`src/rtl/btn_bounce_gen_pkg.sv`:
```
// rtl/btn_bounce_gen_pkg.sv - shared types, constants and LFSR step for the button blocks
//
// Purpose: state encoding of the bounce generator FSM, the 16-bit Galois LFSR
//          tap mask and zero-seed substitute, and pure helper functions.
// Ports:   none (package).

package btn_bounce_gen_pkg;

    typedef enum logic [1:0] {
        ST_IDLE   = 2'd0,
        ST_BOUNCE = 2'd1,
        ST_SETTLE = 2'd2
    } bounce_state_t;

    // x^16 + x^14 + x^13 + x^11 + 1, right-shifting Galois form
    localparam logic [15:0] LFSR_TAP_MASK  = 16'hB400;
    // An all-zero LFSR never leaves zero, so a zero seed is swapped for this
    localparam logic [15:0] LFSR_ZERO_SEED = 16'hACE1;

    function automatic logic [15:0] lfsr_step(input logic [15:0] value);
        lfsr_step = {1'b0, value[15:1]} ^ (value[0] ? LFSR_TAP_MASK : 16'h0000);
    endfunction

    function automatic logic [15:0] lfsr_seed_fix(input logic [15:0] seed);
        lfsr_seed_fix = (seed == 16'h0000) ? LFSR_ZERO_SEED : seed;
    endfunction

endpackage

```
`src/rtl/btn_bounce_gen_lfsr16.sv`:
```
// rtl/btn_bounce_gen_lfsr16.sv - 16-bit Galois LFSR used as the chatter source
//
// Purpose: holds the LFSR state; advances one step on each enabled clock.
// Ports:   clk   - clock, rising edge
//          reset - asynchronous active-high reset, loads seed (zero replaced)
//          en    - advance the LFSR this cycle
//          seed  - reset value
//          value - current LFSR state

module lfsr16
    import btn_bounce_gen_pkg::*;
(
    input  logic        clk,
    input  logic        reset,
    input  logic        en,
    input  logic [15:0] seed,
    output logic [15:0] value
);

    always_ff @(posedge clk or posedge reset) begin
        if (reset) begin
            value <= lfsr_seed_fix(seed);
        end else if (en) begin
            value <= lfsr_step(value);
        end
    end

endmodule

```
`src/rtl/btn_bounce_gen.sv`:
```
// rtl/btn_bounce_gen.sv - emulated bouncing push-button line generator
//
// Purpose: on a command, drives out_line through a pseudo-random chatter phase
//          (only when the level changes), then a stable settle phase at the
//          target level, then pulses done for one cycle.
// Ports:   clk       - clock, rising edge
//          reset     - asynchronous active-high reset
//          cmd_valid - request a transition to cmd_level
//          cmd_level - target stable level, sampled at acceptance only
//          cmd_ready - high in IDLE; accept on cmd_valid && cmd_ready
//          out_line  - registered emulated raw switch line
//          busy      - high whenever not IDLE
//          done      - one-cycle completion pulse

module btn_bounce_gen
    import btn_bounce_gen_pkg::*;
#(
    parameter int          BOUNCE_CYCLES = 8,
    parameter int          SETTLE_CYCLES = 4,
    parameter logic [15:0] SEED          = 16'h84C1,
    parameter logic        IDLE_LEVEL    = 1'b0
) (
    input  logic clk,
    input  logic reset,
    input  logic cmd_valid,
    input  logic cmd_level,
    output logic cmd_ready,
    output logic out_line,
    output logic busy,
    output logic done
);

    localparam int MAX_CYCLES = (BOUNCE_CYCLES > SETTLE_CYCLES) ? BOUNCE_CYCLES : SETTLE_CYCLES;
    localparam int CW         = $clog2(MAX_CYCLES + 1);

    localparam logic [CW-1:0] BOUNCE_LOAD = CW'(BOUNCE_CYCLES);
    localparam logic [CW-1:0] SETTLE_LOAD = CW'(SETTLE_CYCLES);
    localparam logic [CW-1:0] CNT_ONE     = CW'(1);
    localparam logic [CW-1:0] CNT_ZERO    = '0;

    bounce_state_t state_q, state_d;
    logic [CW-1:0] cnt_q, cnt_d;
    logic          out_q, out_d;
    logic          stable_q, stable_d;
    logic          target_q, target_d;
    logic          done_q, done_d;

    logic          lfsr_en;
    logic [15:0]   lfsr_value;
    logic [15:0]   lfsr_next;

    lfsr16 u_lfsr (
        .clk   (clk),
        .reset (reset),
        .en    (lfsr_en),
        .seed  (SEED),
        .value (lfsr_value)
    );

    // out_line is registered, so the chatter bit for the next cycle is the
    // bit the LFSR will hold after this edge's step.
    assign lfsr_next = lfsr_step(lfsr_value);

    always_ff @(posedge clk or posedge reset) begin
        if (reset) begin
            state_q  <= ST_IDLE;
            cnt_q    <= CNT_ZERO;
            out_q    <= IDLE_LEVEL;
            stable_q <= IDLE_LEVEL;
            target_q <= IDLE_LEVEL;
            done_q   <= 1'b0;
        end else begin
            state_q  <= state_d;
            cnt_q    <= cnt_d;
            out_q    <= out_d;
            stable_q <= stable_d;
            target_q <= target_d;
            done_q   <= done_d;
        end
    end

    always_comb begin
        state_d  = state_q;
        cnt_d    = cnt_q;
        out_d    = out_q;
        stable_d = stable_q;
        target_d = target_q;
        done_d   = 1'b0;
        lfsr_en  = 1'b0;

        unique case (state_q)
            ST_IDLE: begin
                if (cmd_valid) begin
                    target_d = cmd_level;
                    if (cmd_level != stable_q) begin
                        // The step taken on the accepting edge produces the
                        // first chatter cycle's value; it belongs to BOUNCE.
                        state_d = ST_BOUNCE;
                        cnt_d   = BOUNCE_LOAD;
                        lfsr_en = 1'b1;
                        out_d   = lfsr_next[0];
                    end else begin
                        state_d = ST_SETTLE;
                        cnt_d   = SETTLE_LOAD;
                        out_d   = cmd_level;
                    end
                end
            end

            ST_BOUNCE: begin
                if (cnt_q <= CNT_ONE) begin
                    state_d = ST_SETTLE;
                    cnt_d   = SETTLE_LOAD;
                    out_d   = target_q;
                end else begin
                    cnt_d   = cnt_q - CNT_ONE;
                    lfsr_en = 1'b1;
                    out_d   = lfsr_next[0];
                end
            end

            ST_SETTLE: begin
                out_d = target_q;
                if (cnt_q <= CNT_ONE) begin
                    state_d  = ST_IDLE;
                    cnt_d    = CNT_ZERO;
                    stable_d = target_q;
                    done_d   = 1'b1;
                end else begin
                    cnt_d = cnt_q - CNT_ONE;
                end
            end

            default: begin
                state_d = ST_IDLE;
                cnt_d   = CNT_ZERO;
            end
        endcase
    end

    assign cmd_ready = (state_q == ST_IDLE);
    assign busy      = (state_q != ST_IDLE);
    assign out_line  = out_q;
    assign done      = done_q;

endmodule

```
`config.mk`:
```
export PLATFORM = sky130hd
export DESIGN_NAME = btn_bounce_gen
export DESIGN_NICKNAME = d
export VERILOG_FILES = /design/src/rtl/btn_bounce_gen_pkg.sv /design/src/rtl/btn_bounce_gen_lfsr16.sv /design/src/rtl/btn_bounce_gen.sv
export SDC_FILE = /design/constraint.sdc
export NUM_CORES = 1
export LEC_CHECK = 0
export CAP_MARGIN = 30
export CORE_MARGIN = 1.5
export CORE_UTILIZATION = 50
export DETAILED_ROUTE_END_ITERATION = 8
export PLACE_DENSITY = 0.78
export SLEW_MARGIN = 0
export SYNTH_ARGS = -nofsm -noshare
export SYNTH_HDL_FRONTEND = slang
export SYNTH_SLANG_ARGS = --single-unit
```
`constraint.sdc`:
```
create_clock -name clk -period 1.9 [get_ports clk]
set_input_delay 0.38 -clock clk [delete_from_list [all_inputs] [get_ports clk]]
set_output_delay 0.38 -clock clk [all_outputs]
set_load 0.005 [all_outputs]
```
Yosys cells after proc, flatten, opt, wreduce, memory -nomap -nowiden
Cells that the tools add are included.
Word-level totals
  flip-flop bits (word level): 26
  bits of input ports: 4
  output and inout port bits: 4
  logic and storage cells: 44
Cells by class
  add/sub/neg operators: 1
  order comparisons: 1
  equality and inequality tests: 6
  multiplexer cells: 21
  bitwise gates (word level): 1
  reduce and logical (&&, ||, !) cells: 7
Operators by type and width (number)
  $mux 16: 1
  $mux 4: 4
  $xor 15x16->16: 1
  $pmux 4 s3: 1
  $mux 1: 8
  $mux 2: 4
  $ne 2x2->1 const B: 3
  $pmux 2 s3: 1
  $reduce_and 2->1: 3
  $le 4x1->1 const B: 1
  $sub 4x1->4 const B: 1
  $pmux 1 s3: 1
  $reduce_and 3->1: 1
  $reduce_bool 3->1: 1
  $eq 2x1->1 const B: 1
  $eq 2x2->1 const B: 1
  $logic_not 2->1: 1
  $pmux 1 s2: 1
  $reduce_bool 2->1: 1
  $ne 1x1->1: 1

Longest topological paths before layout
Gate-level depths: netlist of the first run.
  word-level depth: 5
  depth in mapped cells: 8
  mapped depth without buffers: 6

Worst setup path before layout of the first run
Ideal clock, no wire load.
  path kind: register to register
  start: register cnt_q[0]
  end: register u_lfsr.value[11]
  setup time: 125 ps
  data arrival time: 1757 ps
  required time: 1775 ps
  slack: 18 ps
  cell stages (with the launch flop): 9
  period minus slack after synthesis: 1882 ps
  path through: dfrtp_1 > inv_1 > ha_1 > nor2_1 > or3_4 > a21o_1 > buf_6 > buf_12 > mux2_4
Between the ends
  word-level cells in the longest chain between the ends: 3
RTL lines
  from (decl): RTL line btn_bounce_gen.sv:42  | logic [CW-1:0] cnt_q, cnt_d;
  from (signal assigned): RTL line btn_bounce_gen.sv:74  | cnt_q <= cnt_d;
  $le 4x1->1: RTL line btn_bounce_gen.sv:111  | if (cnt_q <= CNT_ONE) begin
  $mux 1: RTL line btn_bounce_gen.sv:111
  $pmux 1 s2: RTL line btn_bounce_gen.sv:91  | unique case (state_q)
  to (signal assigned): RTL line btn_bounce_gen_lfsr16.sv:22  | value <= lfsr_seed_fix(seed);
  to (signal assigned): RTL line btn_bounce_gen_lfsr16.sv:24  | value <= lfsr_step(value);
  to (decl): RTL line btn_bounce_gen_lfsr16.sv:17  | output logic [15:0] value
No other way between the ends.
A chain may end at the register's enable or synchronous reset.

Final worst setup path of the first run
  start: register state_q[1]
  end: output cmd_ready
Between the ends
  word-level cells in the longest chain between the ends: 1
RTL lines
  from (decl): RTL line btn_bounce_gen.sv:41  | bounce_state_t state_q, state_d;
  from (signal assigned): RTL line btn_bounce_gen.sv:73  | state_q <= state_d;
  $logic_not 2->1: RTL line btn_bounce_gen.sv:141  | assign cmd_ready = (state_q == ST_IDLE);
  to (decl): RTL line btn_bounce_gen.sv:27  | output logic cmd_ready,
No other way between the ends.

==> results of run 1 <==
==> worst reg2reg max path, stage by stage, from the launching register on <==
cell and delay (ns):
dfrtp_1 0.43, inv_1 0.11, ha_4 0.15, nor2_2 0.06
or3_4 0.34, a21o_1 0.20, buf_12 0.16, mux2_4 0.30
==> layout by cell type (no fill, tap or decap), drive strengths merged, types with 2 or more instances in the layout <==
| cell | count |
|---|---|
| buf | 16 |
| clkbuf | 3 |
| clkdlybuf4s50 | 6 |
| dfrtp | 21 |
| dfstp | 5 |
| ha | 6 |
| inv | 9 |
| mux2 | 18 |
| nand2 | 9 |
| nor2 | 2 |
| nor3 | 3 |
| o21ai | 2 |
| o22ai | 2 |
| o31ai | 2 |
| xnor2 | 2 |
| xor2 | 4 |
==> power by group through the flow <==
stage | Combinational (mW) | Sequential [mW] | Clock (mW)
after CTS | 1.05 | 0.736 | 0.391
final | 1.11 | 0.740 | 0.389
after global placement | 0.900 | 0.744 | 0
after detailed placement | 0.932 | 0.754 | 0
after global routing | 1.21 | 0.751 | 0.410
after floorplan | 0.661 | 0.731 | 0
==> cell families after synthesis <==
family / after synthesis / share of synthesized area
fa+ha+maj: 7 / 0.0645
simple gates: 20 / 0.0739
xor+xnor: 6 / 0.0398
buf+inv: 12 / 0.0521
compound gates: 16 / 0.0900
mux: 18 / 0.182
flops: 26 / 0.498
==> cell type report <==
| class | instances | area [um^2] |
|---|---|---|
| multi-input combinational | 67 | 634 |
| tap | 30 | 37.5 |
| inverter | 9 | 33.8 |
| fill | 189 | 861 |
| sequential | 26 | 657 |
| timing repair buffer | 23 | 201 |
| clock inverter | 1 | 30.0 |
| clock buffer | 3 | 22.5 |
==> registers in the layout, indices dropped and copies added (netlist names) <==
register      flops
target_q          1
cnt_q             4
u_lfsr.value     16
state_q           2
done              1
out_line          1
stable_q          1
==> metal layers <==
layer / global-route usage / vias up / routed length, um
li1: - / 416 / -
met1: 0.250 / 444 / 1150
met2: 0.365 / 16 / 1290
met3: 0.0410 / 10 / 65
met4: 0.142 / 0 / 93
met5: 0 / - / 0
==> timing repair <==
action,4_1_cts,5_1_grt
setup buffers,6,1
pin swaps,1,1
setup endpoints to repair,11,13
gates resized for setup,6,5
==> stage by stage <==
step	utilization	instances
after CTS	0.639	158
after global placement	0.594	148
final	0.653	159
after global routing	0.653	159
after floorplan	-	105
after detailed placement	0.594	148
==> path summary, 6_finish.rpt <==
kind	to	slack [ns]
min reg2reg	u_lfsr.value[5]	0.53
max	cmd_ready	0.05
max reg2reg	u_lfsr.value[11]	0.05
min	cnt_q[1]	0.38
min in group clk	u_lfsr.value[5]	0.53
max in group asynchronous	u_lfsr.value[15]	1.22
==> key figures, run 1 <==
Synthesis
  • Most common library cells after synthesis: dfrtp_1 (21), mux2_4 (10), inv_1 (9), nand2_1 (9), mux2_2 (8)
  • Post-synthesis sequential area ratio: 0.498
  • Post-synth EDFFs: 0
  • Synth warnings: 0
  • Area share of the largest cell type after synthesis: 0.398
  • Synth area leaders: dfrtp_1 (40%), mux2_4 (11%), dfstp_2 (10%), mux2_2 (6.8%), ha_1 (5.7%)
  • Most common cell in the netlist: dfrtp_1
  • Yosys cell types: 35
  • Syn Nets: 115
  • Top cell type by total area after synthesis: dfrtp_1
  • Ys async rst share: 1.00
  • Netlist Area Pre-Place: 1320 um^2
  • Post-Synthesis Cells: 105
  • Syn avg cell area: 12.6 um^2
  • Synth Register Bits: 26
  • Prevailing post-synth register cell: dfrtp_1

Die
  • Num ports: 8
  • Core area: 2480 um^2
  • Die X: 54.4 um
  • Initial core utilization: 0.533
  • Row cnt: 18
  • Die Y: 54.4 um
  • Die area: 2960 um^2

Setup path
  • CP required: 1.52 ns
  • CP delay by family, top: buffers and inverters
  • Slowest CP cell: clkdlybuf4s50_1
  • Worst Setup SP: state_q[1]
  • CP cell instances: inv_2 > ha_4 > clkdlybuf4s50_1
  • Worst-path fanout max: 2
  • Startpoint types: flop
  • Max stage delay on crit path: 0.49 ns
  • R2R Path Start: cnt_q[0]
  • Crit path depth: 3
  • Signal arrival time at the worst endpoint: 1.47 ns
  • WP buf/inv: 2
  • Critical path type: flop to primary output
  • Cells on worst reg2reg path: 7
  • Crit. End Element: primary output

Placed design
  • I/O Buffers: 7
  • Gpl congestion: 0.903
  • Worst slack, placed: -0.0515 ns
  • HPWL after DPL: 1690 um
  • DP Area: 1470 um^2

STA
  • Unrepaired setup endpoints after global routing: no
  • Worst hold margin: 0.378 ns
  • Setup_tns: 0 ns
  • Slew headroom: 0.726
  • Slew of the pin with the lowest slew margin: 0.409 ns
  • Post-route worst setup slack: 0.0499 ns
  • Final min period: 1.85 ns
  • Skew final: 0.00704 ns
  • Max-slew violation count: 0
  • Final Hold Fails: 0
  • Crit share post-route: 0.974
  • Setup violations, final: 0
  • FMAX: 541 MHz

Detailed routing
  • Router iterations before antenna repair: 4
  • DRT iter0 DRCs: 10
  • Final wirelength: 2600 um
  • Post-route DRC: 0
  • Wirelength per Cell: 16.3 um
  • Final ANT Viol Nets: 0
  • Drt via density: 5.57
  • Vias: 886

Global route
  • Total track usage: 0.217
  • Grt total ovfl: 0
  • Vias in the first global route: 963
  • Initial antenna violation count: 0
  • First-pass GRT wire length: 4320 um
  • Pin count of the biggest net entering global routing: 27

Clocking
  • Hold Buf Count CTS: 0
  • Clock Tree Root: clkbuf_4
  • Clock Latency Late Sink: 0.34 ns
  • Clk sinks: 26
  • CTS H-tree depth: 1
  • CTS buffer count: 3
  • Max Root-Sink Buffers: 2
  • CTS tree: built
  • Worst-path clk slew: 0.15 ns

Cells and area
  • Fin area: 1620 um^2
  • Share of layout cells above drive strength 1: 0.411
  • P&R area growth vs syn: 22.5%
  • Final nets: 140
  • # diodes: 0

Power and ir drop
  • Seq pwr share: 0.331
  • Final Power: 2.23 mW
  • PD cells: 1380 nW/um^2
  • Int Power: 1.45 mW
  • Sw Ratio: 0.351
  • Net Switching: 0.785 mW
  • Clock power share: 0.174
  • VDD IR-drop max: 1280 uV
  • Static leakage: 0.774 nW
  • Comb power frac: 0.495

Job
  • Reported max-cap violation count: 0

Hold path
  • Worst min path class: input pin to async pin

Run status
  • Outcome: completed
No activity file was read; power rests on OpenSTA's default activity.
==> inputs of run 2 (changes only) <==
--- a/config.mk
+++ b/config.mk
@@ -9,7 +9,8 @@
 export CORE_MARGIN = 1.5
 export CORE_UTILIZATION = 50
 export DETAILED_ROUTE_END_ITERATION = 8
-export PLACE_DENSITY = 0.78
+export PLACE_DENSITY = 0.72
+export RECOVER_POWER = 50
 export SLEW_MARGIN = 0
 export SYNTH_ARGS = -nofsm -noshare
 export SYNTH_HDL_FRONTEND = slang
==> run 2 against run 1 <==
  * Count of clock-buffer cells in the layout unchanged
  * Clock skew down 0.0028 ns
  * Wire length down 9.1%
  * Worst hold slack better by 0.14 ns
  * Die area unchanged
  * Sequential cell count unchanged
  * Critical path type is now flop to flop
  * Critical endpoint is now u_lfsr.value[3]
  * First-iteration DRC count down 50%
  * Via count down 6.9%
  * Register-to-register slack about the same
==> key figures, run 2 (synthesized netlist as in run 1, its figures left out) <==
Detailed routing
  • Post-route DRC: 0 (unchanged)
  • Drt via density: 5.25 (was 5.57)
  • DRT iter0 DRCs: 5 (was 10)
  • Final ANT Viol Nets: 0 (unchanged)
  • Router iterations before antenna repair: 4 (unchanged)
  • Met1 wire length: 1110 um (was 1150 um)
  • Met2 wire len: 1200 um (was 1290 um)
  • Vias: 825 (was 886)
  • Met3 wire length: 37 um (was 65 um)
  • Wirelength per Cell: 15.0 um (was 16.3 um)
  • Final wirelength: 2360 um (was 2600 um)
  • Top Metal Used: met4 (unchanged)

Cells and area
  • Most common cell after layout, fill and taps aside: dfrtp_1 (unchanged)
  • # fillers: 198 (was 189)
  • Biggest register: u_lfsr.value (unchanged)
  • Largest regs: u_lfsr.value: 16 flops, cnt_q: 4 flops, state_q: 2 flops (unchanged)
  • # diodes: 0 (unchanged)
  • Final nets: 138 (was 140)
  • P&R area growth vs syn: 21.1% (was 22.5%)
  • Max reg flops: 16 (unchanged)
  • Area of the multi-input gates: 628 um^2 (was 634 um^2)
  • Share of layout cells above drive strength 1: 0.409 (was 0.411)
  • Commonest cells after routing, fill and taps aside: dfrtp_1 (21), buf_4 (12), mux2_4 (10) (was dfrtp_1 (21), buf_4 (15), mux2_4 (10))
  • Register area: 657 um^2 (unchanged)

Placed design
  • Gpl congestion: 0.821 (was 0.903)
  • Worst slack, placed: -0.0305 ns (was -0.0515 ns)
  • HPWL after DPL: 1590 um (was 1690 um)
  • I/O Buffers: 7 (unchanged)

STA
  • Skew final: 0.00428 ns (was 0.00704 ns)
  • Slew headroom: 0.575 (was 0.726)
  • Crit share post-route: 0.975 (was 0.974)
  • Setup violations, final: 0 (unchanged)
  • Slew of the pin with the lowest slew margin: 0.638 ns (was 0.409 ns)
  • FMAX: 540 MHz (was 541 MHz)
  • Setup_tns: 0 ns (unchanged)
  • Max-slew violation count: 0 (unchanged)
  • Post-route worst setup slack: 0.0468 ns (was 0.0499 ns)
  • Final Hold Fails: 0 (unchanged)
  • Final min period: 1.85 ns (about the same)

Power and ir drop
  • Static leakage: 0.781 nW (was 0.774 nW)
  • PD cells: 1370 nW/um^2 (was 1380 nW/um^2)
  • VDD IR-drop max: 1140 uV (was 1280 uV)
  • Final Power: 2.19 mW (was 2.23 mW)

Setup path
  • Slowest CP cell: dfrtp_1 (was clkdlybuf4s50_1)
  • Startpoint types: flop (unchanged)
  • CP cell instances: inv_2 > ha_2 > nor2_1 > or3_4 > a21o_1 > buf_12 > mux2_4 (was inv_2 > ha_4 > clkdlybuf4s50_1)
  • Signal arrival time at the worst endpoint: 2.07 ns (was 1.47 ns)
  • Critical path type: flop to flop (was flop to primary output)
  • Worst-path fanout max: 16 (was 2)
  • CP required: 2.12 ns (was 1.52 ns)
  • Max stage delay on crit path: 0.42 ns (was 0.49 ns)
  • Crit. End Element: flop (was primary output)

Die
  • Initial core utilization: 0.533 (unchanged)
  • Die X: 54.4 um (unchanged)
  • Row cnt: 18 (unchanged)
  • Core area: 2480 um^2 (unchanged)
  • Die Y: 54.4 um (unchanged)
  • Num ports: 8 (unchanged)
  • Die area: 2960 um^2 (unchanged)

Global route
  • Pin count of the biggest net entering global routing: 27 (unchanged)
  • Grt total ovfl: 0 (unchanged)
  • First-pass GRT wire length: 3750 um (was 4320 um)
  • Initial antenna violation count: 0 (unchanged)
  • Vias in the first global route: 845 (was 963)
  • Total track usage: 0.179 (was 0.217)

Clocking
  • Clock Tree Root: clkbuf_4 (unchanged)
  • Worst-path clk slew: 0.14 ns (was 0.15 ns)
  • Clock Latency Late Sink: 0.32 ns (was 0.34 ns)
  • CTS H-tree depth: 1 (unchanged)
  • CTS tree: built (unchanged)
  • Max Root-Sink Buffers: 2 (unchanged)
  • CTS buffer count: 3 (unchanged)
  • Hold Buf Count CTS: 0 (unchanged)
  • Clk sinks: 26 (unchanged)

Hold path
  • Worst min path class: flop to flop (was input pin to async pin)

Run status
  • Outcome: completed (unchanged)

Job
  • Reported max-cap violation count: 0 (unchanged)
[run 2: cell type report]
cell class / count / area share
multi-input combinational: 67 / 0.393
sequential: 26 / 0.411
clock inverter: 1 / 0.0188
inverter: 9 / 0.0211
tap: 30 / 0.0235
clock buffer: 3 / 0.0141
timing repair buffer: 21 / 0.119
[run 2: worst paths after layout]
kind                            startpoint                to  slack (ns)  depth (start not counted)
setup / recovery                  cnt_q[1]   u_lfsr.value[3]        0.05                          7
hold / removal             u_lfsr.value[2]   u_lfsr.value[1]        0.52                          1
setup reg to reg                  cnt_q[1]   u_lfsr.value[3]        0.05                          7
hold reg to reg            u_lfsr.value[2]   u_lfsr.value[1]        0.52                          1
max in group asynchronous            reset  u_lfsr.value[12]        0.84                          3
min in group asynchronous            reset          cnt_q[2]        0.65                          3
[run 2: repair_timing]
| action | 4_1_cts | 5_1_grt |
|---|---|---|
| setup endpoints to repair | 10 | 18 |
| setup buffers | 2 | 3 |
| gates resized for setup | 4 | 8 |
| pin swaps | 0 | 1 |
| cloned | 0 | 0 |
[run 2: power breakdown]
group / switching [mW] / internal, mW
registers: 0.0867 / 0.648
logic: 0.499 / 0.576
clock network: 0.164 / 0.213
total: 0.750 / 1.44
[run 2: layer usage]
metal,vias to the layer above,track usage
met5,-,0
li1,413,-
met1,401,0.246
met3,2,0.0273
met2,9,0.281
met4,0,0.0750
[run 2: critical path, delay by kind of cell (launching register included)]
kind	cells	cell delay, ns
multiplexers	1	0.30
AND/OR/NAND/NOR	2	0.41
buffers and inverters	2	0.25
flip-flops	1	0.42
adder cells (fa/ha/maj)	1	0.18
AO/OA/AOI/OAI	1	0.20
[run 2: metrics by stage]
step / std cells / utilization / area [um^2] / hold WS [ns]
after floorplan: 105 / - / 1320 / 0.416
after global placement: 148 / 0.594 / 1470 / 0.484
after detailed placement: 148 / 0.594 / 1470 / 0.490
after CTS: 154 / 0.627 / 1550 / 0.404
after global routing: 157 / 0.645 / 1600 / 0.539
final: 157 / 0.645 / 1600 / 0.518
==> inputs of run 3 (changes only) <==
--- a/config.mk
+++ b/config.mk
@@ -10,7 +10,6 @@
 export CORE_UTILIZATION = 50
 export DETAILED_ROUTE_END_ITERATION = 8
 export PLACE_DENSITY = 0.72
-export RECOVER_POWER = 50
 export SLEW_MARGIN = 0
 export SYNTH_ARGS = -nofsm -noshare
 export SYNTH_HDL_FRONTEND = slang
==> run 3 against run 2 <==
  * Setup slack about the same
  * Via count is the same
  * Global-route usage is the same
  * Die area did not move
  * Core utilization grew 0.10 points
  * Worst hold slack lost 0.12 ns
  * Sequential cell count is the same
==> key figures, run 3 (synthesized netlist as in run 1, its figures left out) <==
Die
  • Row cnt: 18 (unchanged)
  • Die Y: 54.4 um (unchanged)
  • Die X: 54.4 um (unchanged)
  • Num ports: 8 (unchanged)
  • Core area: 2480 um^2 (unchanged)
  • Die area: 2960 um^2 (unchanged)
  • Initial core utilization: 0.533 (unchanged)

Cells and area
  • P&R area growth vs syn: 21.3% (was 21.1%)
  • Utilization after layout: 0.646 (was 0.645)
  • Share of layout cells above drive strength 1: 0.409 (unchanged)
  • Register area: 657 um^2 (unchanged)
  • # diodes: 0 (unchanged)
  • Final nets: 138 (unchanged)
  • Biggest register: u_lfsr.value (unchanged)
  • Most common cell after layout, fill and taps aside: dfrtp_1 (unchanged)
  • Largest regs: u_lfsr.value: 16 flops, cnt_q: 4 flops, state_q: 2 flops (unchanged)
  • # fillers: 197 (was 198)
  • Area of the multi-input gates: 628 um^2 (unchanged)
  • Max reg flops: 16 (unchanged)
  • Commonest cells after routing, fill and taps aside: dfrtp_1 (21), buf_4 (13), mux2_4 (10) (was dfrtp_1 (21), buf_4 (12), mux2_4 (10))

STA
  • FMAX: 540 MHz (about the same)
  • Slew of the pin with the lowest slew margin: 0.329 ns (was 0.638 ns)
  • Slew headroom: 0.779 (was 0.575)
  • Skew final: 0.00428 ns (unchanged)
  • Final min period: 1.85 ns (about the same)
  • Post-route worst setup slack: 0.0468 ns (about the same)
  • Max-slew violation count: 0 (unchanged)
  • Setup violations, final: 0 (unchanged)
  • Crit share post-route: 0.975 (about the same)
  • Setup_tns: 0 ns (unchanged)
  • Final Hold Fails: 0 (unchanged)

Setup path
  • Worst Setup SP: cnt_q[1] (unchanged)
  • R2R Path Start: cnt_q[1] (unchanged)
  • Crit. End Element: flop (unchanged)
  • CP required: 2.12 ns (about the same)
  • Startpoint types: flop (unchanged)
  • R2r setup slk: 0.05 ns (about the same)
  • Signal arrival time at the worst endpoint: 2.07 ns (about the same)
  • Worst-path fanout max: 16 (unchanged)
  • Critical path type: flop to flop (unchanged)

Detailed routing
  • Vias: 825 (unchanged)
  • Final wirelength: 2360 um (unchanged)
  • Wirelength per Cell: 15.0 um (unchanged)
  • Final ANT Viol Nets: 0 (unchanged)
  • Drt via density: 5.25 (unchanged)
  • Post-route DRC: 0 (unchanged)
  • DRT iter0 DRCs: 5 (unchanged)
  • Router iterations before antenna repair: 4 (unchanged)

Global route
  • First-pass GRT wire length: 3750 um (unchanged)
  • Vias in the first global route: 845 (unchanged)
  • Pin count of the biggest net entering global routing: 27 (unchanged)
  • Initial antenna violation count: 0 (unchanged)
  • Total track usage: 0.179 (unchanged)
  • Grt total ovfl: 0 (unchanged)

Power and ir drop
  • Final Power: 2.19 mW (about the same)
  • PD cells: 1370 nW/um^2 (about the same)
  • Static leakage: 0.782 nW (was 0.781 nW)
  • VDD IR-drop max: 1140 uV (about the same)

Clocking
  • Hold Buf Count CTS: 0 (unchanged)
  • Clk sinks: 26 (unchanged)
  • Worst-path clk slew: 0.14 ns (about the same)
  • CTS buffer count: 3 (unchanged)
  • CTS H-tree depth: 1 (unchanged)
  • Max Root-Sink Buffers: 2 (unchanged)
  • CTS tree: built (unchanged)
  • Clock Tree Root: clkbuf_4 (unchanged)
  • Clock Latency Late Sink: 0.32 ns (about the same)

Placed design
  • I/O Buffers: 7 (unchanged)
  • Gpl congestion: 0.821 (unchanged)
  • Worst slack, placed: -0.0305 ns (unchanged)
  • HPWL after DPL: 1590 um (unchanged)

Hold path
  • Worst min path class: input pin to async pin (was flop to flop)

Run status
  • Outcome: completed (unchanged)

Job
  • Reported max-cap violation count: 0 (unchanged)
[run 3: cell count changes in the layout (fill, tap and decap cells not counted)]
cell / delta
clkdlybuf4s50_1: +1
clkbuf_2: -1
buf_4: +1
dlygate4sd3_1: -1
[run 3: final timing paths]
path,to,depth (start not counted)
worst max-delay path,u_lfsr.value[3],7
worst min-delay path,cnt_q[2],3
worst max register to register,u_lfsr.value[3],7
worst min register to register,u_lfsr.value[1],1
max in group asynchronous,u_lfsr.value[15],3
min in group clk,u_lfsr.value[1],1
[run 3: area by class of cell]
cell class / instances / area share
Tap cell: 30 / 0.0234
Inverter: 9 / 0.0211
Clock buffer: 3 / 0.0141
Clock inverter: 1 / 0.0187
Sequential cell: 26 / 0.410
Multi-Input combinational cell: 67 / 0.392
Timing Repair Buffer: 21 / 0.120
[run 3: through the flow]
stage                     cell area, um^2  std cells  hold WS, ns
final                                1600        157        0.400
after global routing                 1600        157        0.433
after CTS                            1550        154        0.404
after detailed placement             1470        148        0.490
after global placement               1470        148        0.484
after floorplan                      1320        105        0.416
[run 3: timing repair]
item | 4_1_cts | 5_1_grt
pin swaps | 0 | 1
buffers inserted | 2 | 3
setup endpoints to repair | 10 | 18
gates resized for setup | 4 | 8
[run 3: routing by layer]
layer  routed length [um]  part of all wire  GRT usage  vias up
li1                     -                 -          -      413
met1                 1110              0.47      0.246      401
met2                 1190              0.51      0.281        9
met3                   38             0.016     0.0273        2
met4                   17            0.0072     0.0750        0
met5                    0                 0          0        -
[run 3: power breakdown]
| group | internal (mW) | switching [mW] | total [mW] |
|---|---|---|---|
| Sequential | 0.648 | 0.0867 | 0.735 |
| Combinational | 0.577 | 0.499 | 1.08 |
| Clock | 0.213 | 0.164 | 0.377 |
[run 3: critical path, cell delays in order, from the launching register on]
cell and delay, ns:
dfrtp_1 0.42, inv_2 0.09, ha_2 0.18, nor2_1 0.06, or3_4 0.35, a21o_1 0.20
buf_12 0.16, mux2_4 0.30
